## src/rtl/code2_ctrl_pkg.sv

```systemverilog
// code2 issue controller shared definitions.
// Instruction field layout, usage decode and FSM states.
package code2_ctrl_pkg;

  localparam int I_W = 24;
  localparam int R_W = 5;
  localparam int F_W = 3;

  localparam int OP_BIT = 0;
  localparam int F3_LO  = 1;
  localparam int RS_LO  = F_W + 1;
  localparam int RT_LO  = R_W + F_W + 1;
  localparam int RD_LO  = 2 * R_W + F_W + 1;

  localparam logic [F_W-1:0] F3_LOAD   = 3'b000;
  localparam logic [F_W-1:0] F3_STORE  = 3'b001;
  localparam logic [F_W-1:0] F3_BRANCH = 3'b010;

  typedef enum logic [1:0] {
    RUN     = 2'd0,
    DRAIN   = 2'd1,
    DRAINED = 2'd2
  } state_t;

  typedef struct packed {
    logic rs_used;
    logic rt_used;
    logic writes;
  } use_t;

  function automatic logic [R_W-1:0] rs_of(
    input logic [I_W-1:0] instr
  );
    return instr[RS_LO +: R_W];
  endfunction

  function automatic logic [R_W-1:0] rt_of(
    input logic [I_W-1:0] instr
  );
    return instr[RT_LO +: R_W];
  endfunction

  function automatic logic [R_W-1:0] rd_of(
    input logic [I_W-1:0] instr
  );
    return instr[RD_LO +: R_W];
  endfunction

  // STORE and BRANCH read both sources but write nothing;
  // LOAD and the remaining op=1 forms read rs only.
  function automatic use_t decode_use(
    input logic [I_W-1:0] instr
  );
    logic           op;
    logic [F_W-1:0] f3;
    use_t           u;
    op = instr[OP_BIT];
    f3 = instr[F3_LO +: F_W];
    u  = '0;
    unique case (1'b1)
      !op: u = '{1'b1, 1'b1, 1'b1};
      op && (f3 == F3_STORE || f3 == F3_BRANCH):
        u = '{1'b1, 1'b1, 1'b0};
      default: u = '{1'b1, 1'b0, 1'b1};
    endcase
    return u;
  endfunction

endpackage

```

## src/rtl/code2_issue_ctrl_scoreboard.sv

```systemverilog
// code2 register scoreboard.
// Busy bit per register plus pending-write counter.
module code2_scoreboard
  import code2_ctrl_pkg::*;
#(
  parameter int R    = R_W,
  parameter int NREG = 2 ** R,
  parameter int MAXO = 4,
  parameter int CW   = $clog2(MAXO + 1)
) (
  input  logic            clk_i,
  input  logic            rst_i,
  input  logic            set_i,
  input  logic [R-1:0]    set_addr_i,
  input  logic            clr_i,
  input  logic [R-1:0]    clr_addr_i,
  output logic [NREG-1:0] busy_o,
  output logic            full_o,
  output logic [CW-1:0]   count_o
);

  logic [NREG-1:0] busy_q;
  logic [NREG-1:0] busy_d;
  logic [CW-1:0]   cnt_q;
  logic [CW-1:0]   cnt_d;
  logic            clr_ok;

  assign clr_ok  = clr_i & busy_q[clr_addr_i];
  assign busy_o  = busy_q;
  assign count_o = cnt_q;
  assign full_o  = (cnt_q == CW'(MAXO));

  // Apply set and effective clear; a writeback to an idle reg is dropped.
  always_comb begin
    busy_d = busy_q;
    cnt_d  = cnt_q;
    if (set_i)
      busy_d[set_addr_i] = 1'b1;
    if (clr_ok)
      busy_d[clr_addr_i] = 1'b0;
    unique case ({set_i, clr_ok})
      2'b10:   cnt_d = cnt_q + CW'(1);
      2'b01:   cnt_d = cnt_q - CW'(1);
      default: cnt_d = cnt_q;
    endcase
  end

  // Scoreboard register.
  always_ff @(posedge clk_i) begin
    if (rst_i) begin
      busy_q <= '0;
      cnt_q  <= '0;
    end else begin
      busy_q <= busy_d;
      cnt_q  <= cnt_d;
    end
  end

endmodule

```

## src/rtl/code2_issue_ctrl.sv

```systemverilog
// code2 decode issue/hazard controller.
// Issue decision, drain FSM, scoreboard hookup.
module code2_issue_ctrl
  import code2_ctrl_pkg::*;
#(
  parameter int I    = I_W,
  parameter int R    = R_W,
  parameter int F    = F_W,
  parameter int NREG = 2 ** R,
  parameter int MAXO = 4
) (
  input  logic                       clk_i,
  input  logic                       rst_i,
  input  logic [I-1:0]               instr_i,
  input  logic                       instr_valid_i,
  input  logic                       ex_ready_i,
  input  logic                       flush_i,
  input  logic                       wb_we_i,
  input  logic [R-1:0]               wb_wa_i,
  input  logic                       drain_i,
  output logic                       issue_o,
  output logic                       bubble_o,
  output logic                       stall_o,
  output logic                       drained_o,
  output logic [NREG-1:0]            busy_o,
  output logic [$clog2(MAXO+1)-1:0]  outstanding_o,
  output logic [1:0]                 state_o
);

  localparam int CW = $clog2(MAXO + 1);

  state_t         state_q;
  state_t         state_d;
  use_t           u;
  logic [R-1:0]   rs;
  logic [R-1:0]   rt;
  logic [R-1:0]   rd;
  logic           full;
  logic           hazard;
  logic           wb_hit;
  logic           cnt_zero_d;
  logic [CW-1:0]  cnt;
  logic [NREG-1:0] busy;

  assign u  = decode_use(instr_i);
  assign rs = rs_of(instr_i);
  assign rt = rt_of(instr_i);
  assign rd = rd_of(instr_i);

  assign hazard = (u.rs_used & busy[rs])
                | (u.rt_used & busy[rt])
                | (u.writes  & busy[rd])
                | (u.writes  & full);

  assign issue_o = (state_q == RUN) & instr_valid_i
                 & ~hazard & ex_ready_i & ~flush_i;
  assign bubble_o  = ~issue_o;
  assign stall_o   = instr_valid_i & ~issue_o & ~flush_i;
  assign drained_o = (state_q == DRAINED);

  assign busy_o        = busy;
  assign outstanding_o = cnt;
  assign state_o       = state_q;

  code2_scoreboard #(
    .R    (R),
    .NREG (NREG),
    .MAXO (MAXO),
    .CW   (CW)
  ) u_sb (
    .clk_i      (clk_i),
    .rst_i      (rst_i),
    .set_i      (issue_o & u.writes),
    .set_addr_i (rd),
    .clr_i      (wb_we_i),
    .clr_addr_i (wb_wa_i),
    .busy_o     (busy),
    .full_o     (full),
    .count_o    (cnt)
  );

  // No issue happens outside RUN, so only a retiring write can lower cnt.
  assign wb_hit     = wb_we_i & busy[wb_wa_i];
  assign cnt_zero_d = (cnt == '0) | ((cnt == CW'(1)) & wb_hit);

  // Drain sequencing.
  always_comb begin
    state_d = state_q;
    unique case (state_q)
      RUN:     if (drain_i)    state_d = DRAIN;
      DRAIN:   if (cnt_zero_d) state_d = DRAINED;
      DRAINED: if (!drain_i)   state_d = RUN;
      default: state_d = RUN;
    endcase
  end

  // State register.
  always_ff @(posedge clk_i) begin
    if (rst_i)
      state_q <= RUN;
    else
      state_q <= state_d;
  end

endmodule

```

## config.mk

```make
export PLATFORM = sky130hd
export DESIGN_NAME = code2_issue_ctrl
export DESIGN_NICKNAME = d
export VERILOG_FILES = /design/src/rtl/code2_ctrl_pkg.sv /design/src/rtl/code2_issue_ctrl_scoreboard.sv /design/src/rtl/code2_issue_ctrl.sv
export SDC_FILE = /design/constraint.sdc
export NUM_CORES = 1
export LEC_CHECK = 0
export CORE_MARGIN = 4
export CORE_UTILIZATION = 40
export DETAILED_ROUTE_END_ITERATION = 10
export HOLD_SLACK_MARGIN = 0.06
export PLACE_DENSITY_LB_ADDON = 0.25
export REMOVE_ABC_BUFFERS = 1
export SYNTH_ARGS = -nofsm -noshare
export SYNTH_HDL_FRONTEND = slang
export SYNTH_SLANG_ARGS = --single-unit
```

## constraint.sdc

```tcl
create_clock -name clk_i -period 3.4 [get_ports clk_i]
set_clock_uncertainty 0.15 [all_clocks]
set_input_delay 0.34 -clock clk_i [delete_from_list [all_inputs] [get_ports clk_i]]
set_output_delay 0.34 -clock clk_i [all_outputs]
set_load 0.02 [all_outputs]
```

==> results of run 1 <==
==> metrics by stage <==
stage / std cells / hold slack, ns / total power [W] / util [%]
floorplan: 328 / 0.259 / 0.000553 / -
global placement: 567 / 0.326 / 0.000708 / 57.8
detailed placement: 567 / 0.360 / 0.000713 / 57.8
CTS: 575 / 0.372 / 0.00112 / 59.5
global route: 575 / 0.405 / 0.00115 / 59.7
finish: 575 / 0.368 / 0.00111 / 59.7
==> area by class of cell <==
class,count,share of cell area (%)
repair buffers,137,27.8
flip-flops and latches,37,16.1
clock buffers,7,1.88
multi-input cells,282,50.0
clock inverters,1,0.655
well taps,102,2.78
inverters,9,0.736
==> where the power goes <==
group / switching (W) / total [W] / internal (W)
clock: 0.000163 / 0.000403 / 0.000239
combinational: 0.000137 / 0.000267 / 0.000130
sequential: 0.00000441 / 0.000441 / 0.000437
total: 0.000305 / 0.00111 / 0.000806
==> kinds of logic (layout without fill, tap and decap cells) <==
| group | count (synthesis) | in the layout | synth area share [%] |
|---|---|---|---|
| buf+inv | 30 | 154 | 4.25 |
| mux | 47 | 47 | 25.6 |
| fa+ha+maj | 5 | 5 | 1.99 |
| compound gates | 65 | 65 | 14.5 |
| flops | 37 | 37 | 23.5 |
| simple gates | 162 | 162 | 29.3 |
| xor+xnor | 3 | 3 | 0.834 |
==> critical path, delay by kind of cell <==
kind            cells  cell delay (ns)
compound gates      1             0.10
buf+inv             5             1.05
mux                 3             1.02
simple gates        1             0.25
==> per-layer routing <==
layer	GRT usage, %	vias to the layer above	wire length [um]	part of all wire [%]
met3	5.77	34	1280	11
met1	35.5	1640	4850	41
met2	38.3	227	5240	45
li1	-	1572	-	-
met5	0	-	0	0
met4	7.99	0	359	3.1
==> registers in the layout, indices dropped and copies added, names as in the netlist <==
register / cells
u_sb.count_o: 3
state_o: 2
u_sb.busy_o: 32
==> final timing paths <==
kind,endpoint,slack (ns),cells past startpoint
max,bubble_o,0.15,10
min,state_o[0],0.37,1
max reg2reg,u_sb.count_o[2],0.44,9
min reg2reg,state_o[0],0.37,1
==> what timing repair did <==
action | 4_1_cts | 5_1_grt
endpoints found under the hold margin | 0 | 0
resized for setup | 11 | 6
endpoints found under the setup margin | 3 | 6
pin swaps | 0 | 2
==> placed cells by master (no fill, tap or decap), types with 12 or more instances in the layout <==
cell type        instances
nor2_1                  72
clkdlybuf4s50_1         66
buf_4                   60
mux4_2                  26
nand2_1                 12
dfxtp_1                 37
mux2i_1                 14
a21oi_1                 31
nor3_1                  12
==> reports/metrics.cfg, run 1 <==
[status]
run_status=finished, final reports clean

[logic_synthesis]
syn_inst=349
yosysSeqAreaShare_pct=23.5
netlist_area_um2=3150
synth_edf_count=0
synth_area_leaders=dfxtp_1 24%, mux4_2 19%, nor2_1 8.6%
synth.top_cell.area_share_pct=23.5
ys_warn_count=0
synth.ff_latch_count=37
synthArstFlopShare_pct=0
yosys.cell_count.top_type=nor2_1
yosys-top-cells-count=72 x nor2_1, 37 x dfxtp_1, 31 x a21oi_1
avgSynthCellArea_um2=9.02
synth_cell_types=52
ys.flop_type=dfxtp_1
synth_area_leader_cell=dfxtp_1

[cts]
cts_tree=yes
cts.sinks=37
cts_buffers=5
ctsHoldBuffers=0
insertion_delay_ns=0.30
cts_max_level=2
post_cts_buffers=0
cts-root-buf=clkbuf_8
clkSlewWorstSetupHoldPaths_ns=0.08
cts_max_path_buffers=2

[timing]
setup_slack_ns=0.149
hold_viol=0
timing.fmax_ghz=0.308
drv_slew=0
rsz0062_at_grt=false
maxSlewHeadroom_pct=63.8
finalSetupViolCount=0
tightest_slew_ns=0.536
setup_tns_ns=0
period_share_pct=95.6
period_needed_ns=3.25

[setup_path]
cp_common_cell=buf_4
start_kind=input port
setup.worst_path.class=input port to output port
critPathMaxStageDelay_ns=0.51
required_ns=2.91
cp_max_fo=5
slowest_stage=mux4_2
r2r-start=u_sb.busy_o[22]
setup.worst_path.start=instr_i[4]
crit_chain=clkdlybuf4s50_1 > buf_4 > mux4_2 > mux2_2 > mux2i_2 > a21oi_4 > nor4_2 > buf_4 > inv_1 > clkdlybuf4s15_2
endpoint_kind=output port
critPathArrivalTime_ns=2.76

[power]
leakagePower_nw=1.64
p_per_area_nw_per_um2=242
ir_drop_uv=146

[floorplan]
start_util_pct=41.0
io_pins=77
coreArea_um2=7690
rows=32
die_w_um=96.7
die_h_um=96.7
dieArea_um2=9360

[global_route]
grt-ovfl-total=0
grt_max_degree=38
grt_pass1_vias=3430
gr-usage-all-layers_pct=25.2
grt_pass1_wl_um=19000
antenna_found_initial=0

[place]
gp_congestion=0.969
place_area_um2=4450
port_buffers=71
place_worst_setup_slack_ns=-0.314
hpwlAfterDp_um=8980

[worst_hold_path]
min_from=state_o[1]
hold_path_class=flip-flop to flip-flop

[routing]
drtAntennaViolNets=0
finalWirelength_um=11700
drt_iter0_drc=358
drc_errors=0
vias=3473
dr.pass1.iters=5
wl_per_cell_um=20.4
vias_per_cell=6.04

[finish]
regArea_um2=741
stdcell_area_um2=4590
area_growth_pct=45.6
fillers=694
final_layout_size_suffix_gt1_share_pct=27.1
fin_nets=513
multi_input_area_um2=2290
antenna_cells=0

[flow_run]
maxCapViolCount=0

(Power assumes the default switching activity.)
==> run 2, diff against run 1 <==
--- a/config.mk
+++ b/config.mk
@@ -5,7 +5,7 @@
 export SDC_FILE = /design/constraint.sdc
 export NUM_CORES = 1
 export LEC_CHECK = 0
-export CORE_MARGIN = 4
+export CORE_MARGIN = 1
 export CORE_UTILIZATION = 40
 export DETAILED_ROUTE_END_ITERATION = 10
 export HOLD_SLACK_MARGIN = 0.06
==> reports/metrics.cfg, run 2 (synthesis gave the netlist of run 1 again) <==
[power]
p_switching_w=0.000308  ; +1.1%
cellInternalPower_w=0.000855  ; +6.0%
swShare_pct=26.5  ; -0.94 points
pwr-share-comb_pct=22.6  ; -1.5 points
power_frac_clock_pct=39.6  ; +3.3 points
power_w=0.00116  ; +4.7%
p_seq_share_pct=37.9  ; -1.8 points
p_per_area_nw_per_um2=256  ; +5.7%
ir_drop_uv=164  ; +12%
leakagePower_nw=1.62  ; -1.5%

[flow_run]
maxCapViolCount=0  ; unchanged

[floorplan]
start_util_pct=42.3  ; +1.3 points
die_w_um=90.7  ; -6.2%
die_h_um=90.7  ; -6.2%
io_pins=77  ; unchanged
dieArea_um2=8230  ; -12%
coreArea_um2=7450  ; -3.1%
rows=31  ; -3.1%

[place]
gp_congestion=0.978  ; +0.97%
hpwlAfterDp_um=8670  ; -3.5%
port_buffers=71  ; unchanged
place_area_um2=4390  ; -1.3%

[finish]
largest_register_ffs=32  ; unchanged
fin_nets=509  ; -0.78%
stdcell_area_um2=4540  ; -0.98%
final_common_cell=nor2_1
final_cell_mix=72 x nor2_1, 67 x clkdlybuf4s50_1, 58 x buf_4, 37 x dfxtp_1, 31 x a21oi_1
fin_util_pct=61.0  ; +1.3 points
final_layout_size_suffix_gt1_share_pct=26.7  ; -0.41 points
area_growth_pct=44.2
antenna_cells=0  ; unchanged
fillers=630  ; -9.2%

[timing]
finalSetupViolCount=0  ; unchanged
hold_viol=0  ; unchanged
period_share_pct=96.0  ; +0.38 points
holdWs_ns=0.346  ; -0.0219 ns
maxSlewHeadroom_pct=20.7  ; -43 points
period_needed_ns=3.26  ; +0.0131 ns
timing.fmax_ghz=0.306  ; -0.40%
rsz0062_at_grt=false
drv_slew=0  ; unchanged
tightest_slew_ns=1.19  ; +0.650 ns

[global_route]
grt_pass1_vias=3312  ; -3.4%
grt_pass1_wl_um=18000  ; -5.1%
grt-ovfl-total=0  ; unchanged
grt_max_degree=28  ; -26%
antenna_found_initial=0  ; unchanged
gr-usage-all-layers_pct=28.4  ; +3.2 points

[cts]
cts.sinks=37  ; unchanged
clkSlewWorstSetupHoldPaths_ns=0.07  ; about the same
post_cts_buffers=0  ; unchanged
ctsHoldBuffers=0  ; unchanged
cts_max_level=2  ; unchanged
cts-root-buf=clkbuf_8
cts_max_path_buffers=2  ; unchanged
cts_buffers=5  ; unchanged
insertion_delay_ns=0.29  ; about the same
cts_tree=yes

[routing]
vias=3443  ; -0.86%
finalWirelength_um=11400  ; -3.1%
dr.pass1.iters=5  ; unchanged
vias_per_cell=6.06  ; +0.36%
drtAntennaViolNets=0  ; unchanged
drt_iter0_drc=295  ; -18%
drc_errors=0  ; unchanged
wl_per_cell_um=20.0  ; -1.9%

[setup_path]
r2r-start=u_sb.busy_o[22]
cp_common_cell=buf_4
cp_max_fo=5  ; unchanged
crit_family=buffers and inverters
r2r_cells=10  ; +1
required_ns=2.91  ; about the same
path_buf_inv=4  ; -1
slowest_stage=mux4_2
endpoint_kind=output port
critPathArrivalTime_ns=2.77  ; about the same
worstReg2RegEnd=u_sb.count_o[2]
start_kind=input port
rrSetupSlack_ns=0.44  ; about the same
critPathMaxStageDelay_ns=0.50  ; about the same
crit_chain=clkdlybuf4s50_1 > buf_4 > mux4_2 > mux2_2 > mux2i_1 > a21oi_4 > nor4_2 > buf_4 > nor2_1 > clkdlybuf4s15_2
setup.worst_path.class=input port to output port

[status]
run_status=finished, final reports clean

[worst_hold_path]
hold_path_class=flip-flop to flip-flop
hold_end=state_o[0]
hold_path_depth=1  ; unchanged
min_from=state_o[1]

-- run 2: metrics by stage --
stage          cells  worst slack, ns  setup TNS, ns
2_1_floorplan    328            0.126              0
3_3_place_gp     560           -0.306          -1.33
3_5_place_dp     560           -0.306          -1.44
4_1_cts          568          0.00458              0
5_1_grt          568           0.0275              0
6_report         568            0.136              0
-- run 2: metal layers --
metal | track usage [%] | vias up | share of wire (%) | routed length [um]
li1 | - | 1565 | - | -
met5 | 0 | - | 0 | 0
met4 | 11.4 | 0 | 3.4 | 383
met3 | 7.49 | 40 | 12 | 1310
met1 | 39.3 | 1618 | 41 | 4660
met2 | 41.8 | 220 | 44 | 5010
-- run 2: repair_timing --
item	CTS	global route
setup endpoints to repair	3	5
resized for setup	9	7
pin swaps	0	3
-- run 2: final cells by class --
type / instances / area [um2] / area share (%)
sequential: 37 / 741 / 16.3
clock buffer: 5 / 68.8 / 1.52
timing repair buffer: 133 / 1220 / 26.8
inverter: 9 / 33.8 / 0.744
multi-input combinational: 282 / 2290 / 50.5
clock inverter: 3 / 65.1 / 1.43
tap: 99 / 124 / 2.73
-- run 2: worst max-delay path by stage --
stage / startpoint / endpoint / slack [ns] / cells past startpoint
5_1_grt: instr_i[4] / stall_o / 0.03 / 10
2_1_floorplan: u_sb.busy_o[7] / bubble_o / 0.13 / 5
6_report: instr_i[4] / stall_o / 0.14 / 10
4_1_cts: instr_i[10] / issue_o / 0.005 / 8
3_3_place_gp: instr_i[10] / issue_o / -0.31 / 8
3_5_place_dp: instr_i[10] / issue_o / -0.31 / 8
-- run 2: power by group through the flow --
stage                     Clock (W)  Sequential (W)  Combinational [W]
after floorplan                   0        0.000454          0.0000989
after global placement            0        0.000450           0.000252
after detailed placement          0        0.000451           0.000255
after CTS                  0.000465        0.000441           0.000257
after global routing       0.000482        0.000441           0.000281
final                      0.000460        0.000440           0.000262
-- run 2: worst register-to-register path, stage by stage, from the launching register on --
cell and delay, ns:
dfxtp_1 0.39, mux4_2 0.50, mux2_4 0.29, a221oi_4 0.31, a21oi_4 0.05, buf_4 0.18, nor2_1 0.19, nand2_2 0.08
ha_2 0.26, or3_1 0.36, a21oi_1 0.12
==> run 3, diff against run 2 <==
==> constraint.sdc (replaced) <==
create_clock -name clk_i -period 3.62 [get_ports clk_i]
set_clock_uncertainty 0.15 [all_clocks]
set_input_delay 0.362 -clock clk_i [delete_from_list [all_inputs] [get_ports clk_i]]
set_output_delay 0.362 -clock clk_i [all_outputs]
set_load 0.02 [all_outputs]
==> reports/metrics.cfg, run 3 (synthesis gave the netlist of run 1 again) <==
[status]
run_status=finished, final reports clean

[place]
gp_congestion=0.987  ; +0.93%
place_area_um2=4290  ; -2.2%
port_buffers=71  ; unchanged
hpwlAfterDp_um=8350  ; -3.6%

[setup_path]
required_ns=3.11  ; +0.20 ns
rrSetupSlack_ns=0.53  ; +0.09 ns
endpoint_kind=output port
slowest_stage=mux4_2
crit_chain=clkdlybuf4s50_1 > buf_4 > mux4_2 > mux4_2 > o211a_2 > nor4_1 > buf_4 > nor2_1 > dlygate4sd2_1
setup.worst_path.class=input port to output port
crit_family=buffers and inverters
cp_max_fo=5  ; unchanged
critPathMaxStageDelay_ns=0.50  ; about the same
critPathArrivalTime_ns=3.01  ; +0.24 ns
path_buf_inv=4  ; unchanged
start_kind=input port

[global_route]
grt_pass1_wl_um=17500  ; -3.0%
grt_pass1_vias=3293  ; -0.57%
grt-ovfl-total=0  ; unchanged
antenna_found_initial=0  ; unchanged
grt_max_degree=29  ; +3.6%
gr-usage-all-layers_pct=27.2  ; -1.3 points

[routing]
finalWirelength_um=11100  ; -2.5%
vias_per_cell=6.13  ; +1.1%
drt_iter0_drc=425  ; +44%
dr.pass1.iters=5  ; unchanged
wl_per_cell_um=19.9  ; -0.62%
drtAntennaViolNets=0  ; unchanged
drc_errors=0  ; unchanged
vias=3414  ; -0.84%

[floorplan]
io_pins=77  ; unchanged
die_h_um=90.7  ; unchanged
rows=31  ; unchanged
die_w_um=90.7  ; unchanged
start_util_pct=42.3  ; unchanged
dieArea_um2=8230  ; unchanged
coreArea_um2=7450  ; unchanged

[timing]
rsz0062_at_grt=false
setup_tns_ns=0  ; unchanged
timing.fmax_ghz=0.284
tightest_slew_ns=0.907  ; -0.279 ns
hold_viol=0  ; unchanged
period_needed_ns=3.52
period_share_pct=97.3
maxSlewHeadroom_pct=39.4  ; +19 points
finalSetupViolCount=0  ; unchanged
drv_slew=0  ; unchanged

[power]
p_per_area_nw_per_um2=234  ; -8.6%
cellInternalPower_w=0.000744  ; -13%
power_frac_clock_pct=37.3  ; -2.3 points
ir_drop_uv=170  ; +3.6%
swShare_pct=27.8  ; +1.3 points
p_seq_share_pct=40.2  ; +2.3 points
pwr-share-comb_pct=22.6  ; about the same
p_switching_w=0.000286  ; -7.1%
leakagePower_nw=1.54  ; -4.9%

[flow_run]
maxCapViolCount=0  ; unchanged

[finish]
area_growth_pct=39.8
largest_register_ffs=32  ; unchanged
final_layout_size_suffix_gt1_share_pct=23.4  ; -3.3 points
final_cell_mix=72 x nor2_1, 68 x clkdlybuf4s50_1, 49 x buf_4, 37 x dfxtp_1, 31 x a21oi_1
antenna_cells=0  ; unchanged
fin_util_pct=59.1  ; -1.8 points
fillers=658  ; +4.4%
stdcell_area_um2=4400  ; -3.0%
final_common_cell=nor2_1
fin_nets=498  ; -2.2%

[cts]
cts.sinks=37  ; unchanged
cts-root-buf=clkbuf_8
cts_max_level=2  ; unchanged
cts_max_path_buffers=2  ; unchanged
cts_tree=yes
ctsHoldBuffers=0  ; unchanged
insertion_delay_ns=0.30  ; about the same
clkSlewWorstSetupHoldPaths_ns=0.08  ; about the same
cts_buffers=5  ; unchanged

[worst_hold_path]
hold_path_class=flip-flop to flip-flop

[run 3: path summary, 6_finish.rpt]
path                        from               to  cells past startpoint
setup / recovery     instr_i[10]          stall_o                      9
hold / removal        state_o[1]       state_o[0]                      1
setup reg to reg  u_sb.busy_o[3]  u_sb.count_o[2]                      9
hold reg to reg       state_o[1]       state_o[0]                      1
[run 3: area by class of cell]
class | count | area (um2) | area share, %
clock buffer | 7 | 86.3 | 1.96
multi-input combinational | 282 | 2270 | 51.6
sequential | 37 | 741 | 16.8
clock inverter | 1 | 30.0 | 0.682
tap | 99 | 124 | 2.81
timing repair buffer | 122 | 1110 | 25.3
inverter | 9 | 33.8 | 0.767
[run 3: power by group through the flow]
stage / clock network (W) / logic, W / registers [W]
final: 0.000384 / 0.000232 / 0.000414
after global routing: 0.000405 / 0.000247 / 0.000415
after CTS: 0.000390 / 0.000229 / 0.000414
after detailed placement: 0 / 0.000229 / 0.000423
after global placement: 0 / 0.000226 / 0.000423
after floorplan: 0 / 0.0000929 / 0.000427
[run 3: repair_timing]
item,CTS,global route
gates resized for setup,3,0
endpoints found under the setup margin,3,0
hold endpoints to repair,0,0
buffers inserted,0,0
[run 3: routing by layer]
layer	share of wire, %	vias up	wire length (um)	track usage, %
li1	-	1547	-	-
met1	41	1614	4560	37.6
met2	45	225	4930	40.7
met3	11	28	1240	6.14
met4	3.1	0	343	11.0
met5	0	-	0	0
[run 3: worst reg2reg max path: cells and delay by family (launching register included)]
family	cells	cell delay [ns]
AND/OR/NAND/NOR	3	0.71
flip-flops	1	0.39
adder cells (fa/ha/maj)	1	0.29
buffers and inverters	1	0.15
multiplexers	2	0.94
AO/OA/AOI/OAI	2	0.40
[run 3: per-stage QoR]
step	cells	worst slack, ns	total power, W	hold slack, ns
after floorplan	328	0.324	0.000520	0.281
after global placement	549	-0.144	0.000649	0.323
after detailed placement	549	-0.164	0.000652	0.335
after CTS	557	0.0742	0.00103	0.347
after global routing	557	0.00774	0.00107	0.375
final	557	0.0960	0.00103	0.345
